### config.mk
export PLATFORM = sky130hd
export DESIGN_NAME = exu_alu_pipe
export DESIGN_NICKNAME = d
export VERILOG_FILES = /design/src/rtl/exu_alu_pipe.sv
export SDC_FILE = /design/constraint.sdc
export NUM_CORES = 1
export LEC_CHECK = 0
export ABC_AREA = 1
export BUFFER_PORTS_ARGS = -buffer_cell sky130_fd_sc_hd__buf_2
export CAP_MARGIN = 20
export CORE_UTILIZATION = 30
export CTS_CLUSTER_SIZE = 8
export DETAILED_ROUTE_END_ITERATION = 7
export PLACE_DENSITY_LB_ADDON = 0.05
export SETUP_SLACK_MARGIN = 0.3
export SLEW_MARGIN = 20
export SYNTH_ARGS = -nofsm -noshare
export SYNTH_HDL_FRONTEND = slang
export SYNTH_SLANG_ARGS = --single-unit
export TNS_END_PERCENT = 10
### constraint.sdc
create_clock -name clk -period 4.8 [get_ports clk]
set_input_delay 0.96 -clock clk [delete_from_list [all_inputs] [get_ports clk]]
set_output_delay 0.96 -clock clk [all_outputs]
set_load 0.01 [all_outputs]
### src/rtl/exu_alu_pipe.sv
// Execute-stage integer ALU with one registered result stage, a valid/ready handshake,
// flush, and destination tag passthrough. Supports RV64 word-mode (*W) operations.
package exu_alu_pkg;
    typedef enum logic [3:0] {
        ALU_ADD  = 4'd0,
        ALU_SUB  = 4'd1,
        ALU_AND  = 4'd2,
        ALU_OR   = 4'd3,
        ALU_XOR  = 4'd4,
        ALU_SLT  = 4'd5,
        ALU_SLTU = 4'd6,
        ALU_SLL  = 4'd7,
        ALU_SRL  = 4'd8,
        ALU_SRA  = 4'd9
    } alu_op_t;
endpackage

module exu_alu_pipe
    import exu_alu_pkg::*;
#(
    parameter int XLEN  = 64,
    parameter int TAG_W = 6
) (
    input  logic             clk,
    input  logic             rst_n,
    input  logic             in_valid_i,
    output logic             in_ready_o,
    input  alu_op_t          in_alu_op_i,
    input  logic             in_word_i,
    input  logic [XLEN-1:0]  in_operandA_i,
    input  logic [XLEN-1:0]  in_operandB_i,
    input  logic [TAG_W-1:0] in_tag_i,
    input  logic             flush_i,
    output logic             out_valid_o,
    input  logic             out_ready_i,
    output logic [XLEN-1:0]  out_result_o,
    output logic [TAG_W-1:0] out_tag_o
);
    localparam int SHW = $clog2(XLEN);

    logic            needSub;
    logic [XLEN-1:0] opB;
    logic [XLEN:0]   addFull;
    logic [XLEN-1:0] sum;
    logic            carryOut;
    logic            sltBit;
    logic            sltuBit;
    logic [SHW-1:0]  shamt;
    logic [XLEN-1:0] sllRes;
    logic [XLEN-1:0] srlRes;
    logic [XLEN-1:0] sraRes;
    logic            wordMode;
    logic [XLEN-1:0] wordRes;
    logic [XLEN-1:0] aluResult;

    // One shared adder serves ADD/SUB and both compares; the carry-out gives SLTU.
    assign needSub  = (in_alu_op_i == ALU_SUB) || (in_alu_op_i == ALU_SLT) ||
                      (in_alu_op_i == ALU_SLTU);
    assign opB      = needSub ? ~in_operandB_i : in_operandB_i;
    assign addFull  = {1'b0, in_operandA_i} + {1'b0, opB} + {{XLEN{1'b0}}, needSub};
    assign sum      = addFull[XLEN-1:0];
    assign carryOut = addFull[XLEN];
    assign sltBit   = (in_operandA_i[XLEN-1] & ~in_operandB_i[XLEN-1]) |
                      (~(in_operandA_i[XLEN-1] ^ in_operandB_i[XLEN-1]) & sum[XLEN-1]);
    assign sltuBit  = ~carryOut;

    assign shamt  = in_operandB_i[SHW-1:0];
    assign sllRes = in_operandA_i << shamt;
    assign srlRes = in_operandA_i >> shamt;
    assign sraRes = $signed(in_operandA_i) >>> shamt;

    generate
        if (XLEN == 64) begin : gWord
            logic [4:0]  wShamt;
            logic [31:0] wRes;

            assign wShamt = in_operandB_i[4:0];

            // Low 32 bits of the shared adder are exactly the ADDW/SUBW result.
            always_comb begin
                wRes = '0;
                case (in_alu_op_i)
                    ALU_ADD, ALU_SUB: wRes = sum[31:0];
                    ALU_SLL:          wRes = in_operandA_i[31:0] << wShamt;
                    ALU_SRL:          wRes = in_operandA_i[31:0] >> wShamt;
                    ALU_SRA:          wRes = $signed(in_operandA_i[31:0]) >>> wShamt;
                    default:          wRes = '0;
                endcase
            end

            assign wordMode = in_word_i &&
                              ((in_alu_op_i == ALU_ADD) || (in_alu_op_i == ALU_SUB) ||
                               (in_alu_op_i == ALU_SLL) || (in_alu_op_i == ALU_SRL) ||
                               (in_alu_op_i == ALU_SRA));
            assign wordRes  = {{(XLEN-32){wRes[31]}}, wRes};
        end else begin : gNoWord
            assign wordMode = 1'b0;
            assign wordRes  = '0;
        end
    endgenerate

    always_comb begin
        aluResult = '0;
        case (in_alu_op_i)
            ALU_ADD, ALU_SUB: aluResult = sum;
            ALU_AND:          aluResult = in_operandA_i & in_operandB_i;
            ALU_OR:           aluResult = in_operandA_i | in_operandB_i;
            ALU_XOR:          aluResult = in_operandA_i ^ in_operandB_i;
            ALU_SLT:          aluResult = {{(XLEN-1){1'b0}}, sltBit};
            ALU_SLTU:         aluResult = {{(XLEN-1){1'b0}}, sltuBit};
            ALU_SLL:          aluResult = sllRes;
            ALU_SRL:          aluResult = srlRes;
            ALU_SRA:          aluResult = sraRes;
            default:          aluResult = '0;
        endcase
        if (wordMode) begin
            aluResult = wordRes;
        end
    end

    logic             outValid_q;
    logic             outValid_d;
    logic [XLEN-1:0]  outResult_q;
    logic [XLEN-1:0]  outResult_d;
    logic [TAG_W-1:0] outTag_q;
    logic [TAG_W-1:0] outTag_d;
    logic             inFire;
    logic             outFire;

    assign in_ready_o = ~outValid_q | out_ready_i;
    assign inFire     = in_valid_i & in_ready_o & ~flush_i;
    assign outFire    = outValid_q & out_ready_i;

    // Flush suppresses loading (via inFire) and empties the stage at the next edge.
    always_comb begin
        outValid_d  = outValid_q;
        outResult_d = outResult_q;
        outTag_d    = outTag_q;
        if (inFire) begin
            outValid_d  = 1'b1;
            outResult_d = aluResult;
            outTag_d    = in_tag_i;
        end else if (flush_i || outFire) begin
            outValid_d = 1'b0;
        end
    end

    always_ff @(posedge clk or negedge rst_n) begin
        if (!rst_n) begin
            outValid_q  <= 1'b0;
            outResult_q <= '0;
            outTag_q    <= '0;
        end else begin
            outValid_q  <= outValid_d;
            outResult_q <= outResult_d;
            outTag_q    <= outTag_d;
        end
    end

    assign out_valid_o  = outValid_q;
    assign out_result_o = outResult_q;
    assign out_tag_o    = outTag_q;

endmodule

Yosys cells after proc, flatten, opt, wreduce, memory -nomap -nowiden
Index checks and enable logic that the tools add are counted.
{"block": "totals", "wordCells": 54, "regBits": 71, "input_bits": 144}
{"block": "op_classes", "addsub": 2, "eq_ne": 9, "n_bitwise": 17, "n_reduce_logical": 11, "n_mux": 6, "shift": 6}
{"cell": "case mux 64 bit (9 select lines)", "count": 1}
{"cell": "2-to-1 mux 64 bit", "count": 2}
{"cell": "case mux 32 bit (4 select lines)", "count": 1}
{"cell": "adder 64 x 64 -> 65 bit", "count": 1}
{"cell": "adder 65 x 1 -> 65 bit", "count": 1}
{"cell": "AND 64 bit", "count": 1}
{"cell": "NOT 64 bit", "count": 1}
{"cell": "OR 64 bit", "count": 1}
{"cell": "<< shifter 64 x 6 -> 64 bit", "count": 1}
{"cell": "right shift 64 x 6 -> 64 bit", "count": 1}
{"cell": ">>> shifter 64 x 6 -> 64 bit", "count": 1}
{"cell": "XOR 64 bit", "count": 1}
{"cell": "<< shifter 32 x 5 -> 32 bit", "count": 1}
{"cell": "right shift 32 x 5 -> 32 bit", "count": 1}
{"cell": ">>> shifter 32 x 5 -> 32 bit", "count": 1}
{"cell": "equality test 4 x 3 -> 1 bit (second input constant)", "count": 4}
{"cell": "equality test 4 x 2 -> 1 bit (second input constant)", "count": 2}
{"cell": "equality test 4 bit (second input constant)", "count": 2}
{"cell": "logical OR 1 bit", "count": 7}
{"cell": "AND 1 bit", "count": 5}
{"cell": "NOT 1 bit", "count": 5}
{"cell": "equality test 4 x 1 -> 1 bit (second input constant)", "count": 1}
{"cell": "zero test 4 bit", "count": 1}
{"cell": "2-to-1 mux 1 bit", "count": 2}
{"cell": "5 further kinds", "count": 6}

Depth between registers and ports, before layout
{"block": "depth", "word_depth": 10, "ltp_mapped": 26, "depth_no_buf": 25}

Worst setup path after synthesis
OpenSTA, ideal clock, no wires.
{"block": "synth_timing", "path_kind": "input -> register", "startpoint": "input port in_alu_op_i[2]", "endpoint": "register outResult_q[26], in the netlist out_result_o[26]", "arrival_ns": 3.704, "setup_time_ns": 0.124, "setup_slack_ns": 0.972, "path_buffers": 1, "path_stages": 20, "path_cell_list": "inv_1 -> nor2_2 -> nand2_1 -> nand2_1 -> clkbuf_1 -> xor2_1 -> ha_1 -> nand2_1 -> a21oi_2 -> a21oi_1 -> inv_1 -> a21oi_1 -> o21ai_0 -> nand2_1 -> nand2_1 -> or2_2 -> nand3_1 -> nand3_1 -> a21oi_1 -> a21oi_1"}
{"block": "synth_via", "elab_chain_len": 8}
{"element": "from (decl)", "line": "28", "text": "input alu_op_t in_alu_op_i,"}
{"element": "equality test 4 x 1 -> 1 bit or equality test 4 x 3 -> 1 bit (tied branches)"}
{"element": "logical OR 1 bit (2 in series)", "line": "57", "text": "assign needSub = (in_alu_op_i == ALU_SUB) || (in_alu_op_i == ALU_SLT) ||"}
{"element": "2-to-1 mux 64 bit", "line": "59", "text": "assign opB = needSub ? ~in_operandB_i : in_operandB_i;"}
{"element": "adder 64 x 64 -> 65 bit", "line": "60", "text": "assign addFull = {1'b0, in_operandA_i} + {1'b0, opB} + {{XLEN{1'b0}}, needSub};"}
{"element": "adder 65 x 1 -> 65 bit", "line": "60"}
{"element": "case mux 64 bit (9 select lines) or case mux 32 bit (4 select lines) (tied branches)", "line": "104, 82"}
{"element": "2-to-1 mux 64 bit *", "line": "116", "text": "if (wordMode) begin"}
{"element": "to (signal assigned)", "line": "155", "text": "outResult_q <= outResult_d;"}
{"element": "to (decl)", "line": "123", "text": "logic [XLEN-1:0] outResult_q;"}
Mark *: on every way between the ends. The rest lies on a longest branch, timed or not.
A chain may end at the register's enable or synchronous reset.

Worst setup path after layout
{"block": "layout_timing", "startpoint": "input port in_alu_op_i[3]", "endpoint": "register outResult_q[21], in the netlist out_result_o[21]"}
The elaborated chain is that of the path after synthesis.

==> run summary <==
Setup repair after global routing could not meet its margin everywhere. The initial core utilization came out at 30.39%. The gate count of the mapped netlist came out at 3764. Static timing analysis puts the maximum clock frequency at 0.2199 GHz. Summed over all layers, the global routing overflow is 0. The maximum buffer depth of the clock tree came out at 2.

The floorplan has 96 rows. Counting every sink on the clock net gives 71. The congestion estimate from routability-driven global placement came to 1.142.

Counting flops and latches in the post-synthesis netlist gives 71. The post-layout net count is 4343, and the post-synth net total is 4102. The share of the Yosys chip area taken by registers is 8.495%.

Summing every instance area after synthesis gives 20920 µm². For the largest net degree at the start of global routing, the log shows 81. Most common flop cell mapped by yosys: dfrtp_1. The number of nets with antenna violations after detailed routing came out at 0.

The number of global-route vias before repair is 26540. Mean number of vias per cell: 5.794. For this run, the number of standard cells in the final layout without fillers is 4946. The routed design could run at a clock period as short as 4547 ps. For this run, the share of the core covered by cells in the final layout is 35.41%. At the pin with the least slew margin, the transition time is 1135 ps. The worst hold path passes through 2 cells. The number of enable-type register cells in the synthesized netlist is 0, and the clock buffer count from CTS is 9. The die covers 70780 µm². The biggest cell delay along the critical path is 330 ps. Clock-pin slew was measured on the worst setup and hold paths at 70 ps. In the finished design, the share of the clock period the worst path needs comes to 94.73%. The final route contains 28660 vias. Compared with the post-synthesis result, the final layout area differs by 16.52%.

The logs give 0.01206 µW for the static leakage power and 5040 ps for the required time at the endpoint of the critical path. Counting cells, the worst reg-to-reg path comes to 6. Power spread over the standard cell area amounts to 205.1 nW/µm². The end of the worst register-to-register path was out_result_o[61]. The setup check on the worst reg-to-reg path leaves a slack of 3090 ps.

Most frequent standard cell in the layout excluding fill and tap cells: nand2_1. The die height is 266.0 µm. Of all nets on the critical path, the largest fanout is 8. The average cell area after synthesis was 5.557 µm².

CTS built an H-tree with a depth of 3. The tool flagged a number of max-cap violations equal to 0. The total count of max-transition violations in the final report came out at 0. The worst hold-check path type was reg2reg.

The tools report the beginning of the worst register-to-register path as out_valid_o. For this run, the number of Yosys warnings is 0. The first-iteration detailed-routing DRC count was 3815. Counting distinct cell types in the post-synthesis netlist gives 66.

The logs give 216000 µm for the wire length of the first global-routing pass and 17 for the initial antenna violation count. The tools report the number of placed I/O pins as 216. The clock latency reported for the late side of the worst-skew pair is 380 ps. Buffers placed on the I/O ports in this run total 215. TritonCTS built the clock tree. For hold timing, the worst endpoint is out_tag_o[4]. The cell with the biggest individual delay on the critical path was o21ai_1. For the arrival time reported for the critical path endpoint, the log shows 4790 ps. Measured along the x axis, the die boundary spans 266.0 µm.

The routed length per placed instance works out to 32.19 µm. The flow ran to the end, and the final reports show no timing, DRC or antenna violations. After synthesis, the share of flip-flops with an asynchronous set or reset is 100.0%.

Including well taps, the total number of placed cells is 4921. Before antenna repair, the detailed router went through 6 iterations. Traced cell by cell, the critical path runs through buf_2 > inv_1 > nand3_1 > nand2_4 > buf_4 > xor2_1 > ha_1 > a21oi_1 > o21ai_0 > a21oi_2 > o21ai_0 > a21oi_1 > inv_1 > o21ai_0 > buf_4 > nand2_1 > o21ai_1 > a21oi_1. In the routed design, unresolved DRC markers number 0. On the final layout, the worst clock skew is 9.970 ps.

The tools report the start point of the worst min-delay path as out_tag_o[4]. After floorplanning, the core was sized to cover 68830 µm². The maximum vdd ir drop was 0.0001505 V; the proportion of layout cells with a drive suffix above 1 was 14.19%. For the max-slew headroom at the worst pin, the log shows 24.03%. The worst setup path is captured at a flip-flop. Setup violations remaining at the end of the flow were counted as 0. The element type at the critical path start was a primary input.

The path type of the worst setup path was in2reg. The count of endpoints failing hold in the final timing report came out at 0. Clock tree synthesis selected as its root buffer the cell clkbuf_16. The library cells used most frequently in the layout, excluding fill and tap cells, are 1088 x nand2_1, 352 x inv_1, 322 x nor2_1. The run gives 159200 µm as the post-detailed-routing wire length. The wire-length estimate of the detail-placed layout is 135000 µm. In the global route stage, overall resource usage came out at 44.04%.
[sequential cells by signal (all words and copies together) (netlist names)]
signal        count
out_result_o     64
out_valid_o       1
out_tag_o         6
[cell usage after synthesis (5+ instances only)]
library cell,count,area share [%]
a211oi_1,17,0.61
a21boi_0,7,0.25
a21o_1,16,0.57
a21oi_1,320,7.7
a21oi_2,5,0.21
a221oi_1,34,1.4
a31oi_1,17,0.51
buf_1,27,0.48
buf_2,63,1.5
buf_4,14,0.50
buf_6,15,0.81
buf_8,5,0.36
clkbuf_1,82,1.5
dfrtp_1,71,8.5
ha_1,193,12
inv_1,354,6.4
inv_2,30,0.54
mux2i_1,30,1.4
nand2_1,1089,20
nand2_2,7,0.21
nand3_1,141,3.4
nand3b_1,17,0.61
nand4_1,39,1.2
nor2_1,323,5.8
nor2_2,7,0.21
nor3_1,28,0.67
nor4_1,5,0.15
o2111ai_1,10,0.42
o211ai_1,59,2.1
o21a_1,18,0.65
o21ai_0,301,7.2
o21ai_1,231,5.5
o21ai_2,23,0.96
o21bai_1,8,0.29
o22ai_1,13,0.39
o31ai_1,5,0.18
or2_1,14,0.42
or2_2,15,0.45
xor2_1,63,2.6
[per-layer routing]
metal / vias up / wire length [µm] / track usage [%]
li1: 13090 / - / -
met1: 13610 / 67890 / 58.09
met2: 1617 / 66620 / 66.10
met3: 321 / 13280 / 8.262
met4: 18 / 11290 / 26.70
met5: - / 116 / 0
[area by class of cell]
class | count | area (µm²)
inverter | 388 | 1469
clock buffer | 9 | 225.2
antenna | 5 | 12.51
fill | 8194 | 44460
tap | 931 | 1165
multi-input combinational | 3100 | 16690
clock inverter | 7 | 102.6
sequential | 71 | 1777
timing repair buffer | 435 | 2933
[metrics by stage]
step | total power [µW] | instance area [µm²] | setup slack (ps) | setup TNS (ps) | hold WS, ps
final | 4999 | 24370 | 253.1 | 0 | 476.7
after detailed placement | 4070 | 23950 | -293.2 | -553.4 | 461.0
after CTS | 4880 | 24280 | 228.2 | 0 | 480.0
after global routing | 5244 | 24360 | 160.9 | 0 | 501.1
after floorplan | 2542 | 20920 | 972.2 | 0 | 508.5
after global placement | 4096 | 23940 | -424.8 | -835.8 | 461.2
[worst max-delay path: cells and delay by family]
kind,cells,cell delay (ps)
compound gates,8,2010
buf+inv,5,860
simple gates,3,470
fa+ha+maj,1,300
xor+xnor,1,170
[how the worst max path moves through the flow]
stage	start	to	slack (ps)	cells after the start
floorplan	in_alu_op_i[2]	out_result_o[26]	970	20
global placement	in_alu_op_i[3]	out_result_o[29]	-420	19
detailed placement	in_alu_op_i[3]	out_result_o[29]	-290	19
CTS	in_alu_op_i[3]	out_result_o[29]	230	19
global route	in_alu_op_i[3]	out_result_o[61]	160	21
finish	in_alu_op_i[3]	out_result_o[21]	250	18
[cell families (layout without fill, tap and decap cells)]
group / count (synthesis) / after routing / share of synthesized area [%]
AND/OR/NAND/NOR: 1702 / 1702 / 33.47
AO/OA/AOI/OAI: 1110 / 1111 / 30.20
buffers and inverters: 594 / 839 / 12.12
adder cells (fa/ha/maj): 194 / 194 / 11.64
flip-flops: 71 / 71 / 8.495
XOR/XNOR: 63 / 63 / 2.638
multiplexers: 30 / 30 / 1.436
other: 0 / 5 / 0
[where the power goes]
part	internal [µW]	leakage, µW	switching [µW]
registers	707	0.000837	88.7
clock network	461	0.000157	329
logic	995	0.0111	2420
[repair_timing]
item,CTS,global route
hold buffers,0,0
endpoints found under the setup margin,2,41
gates resized for setup,3,8
cloned,0,1
pin swaps,1,3
buffers inserted,0,2
Note: power is estimated with default switching activity, not from simulation.
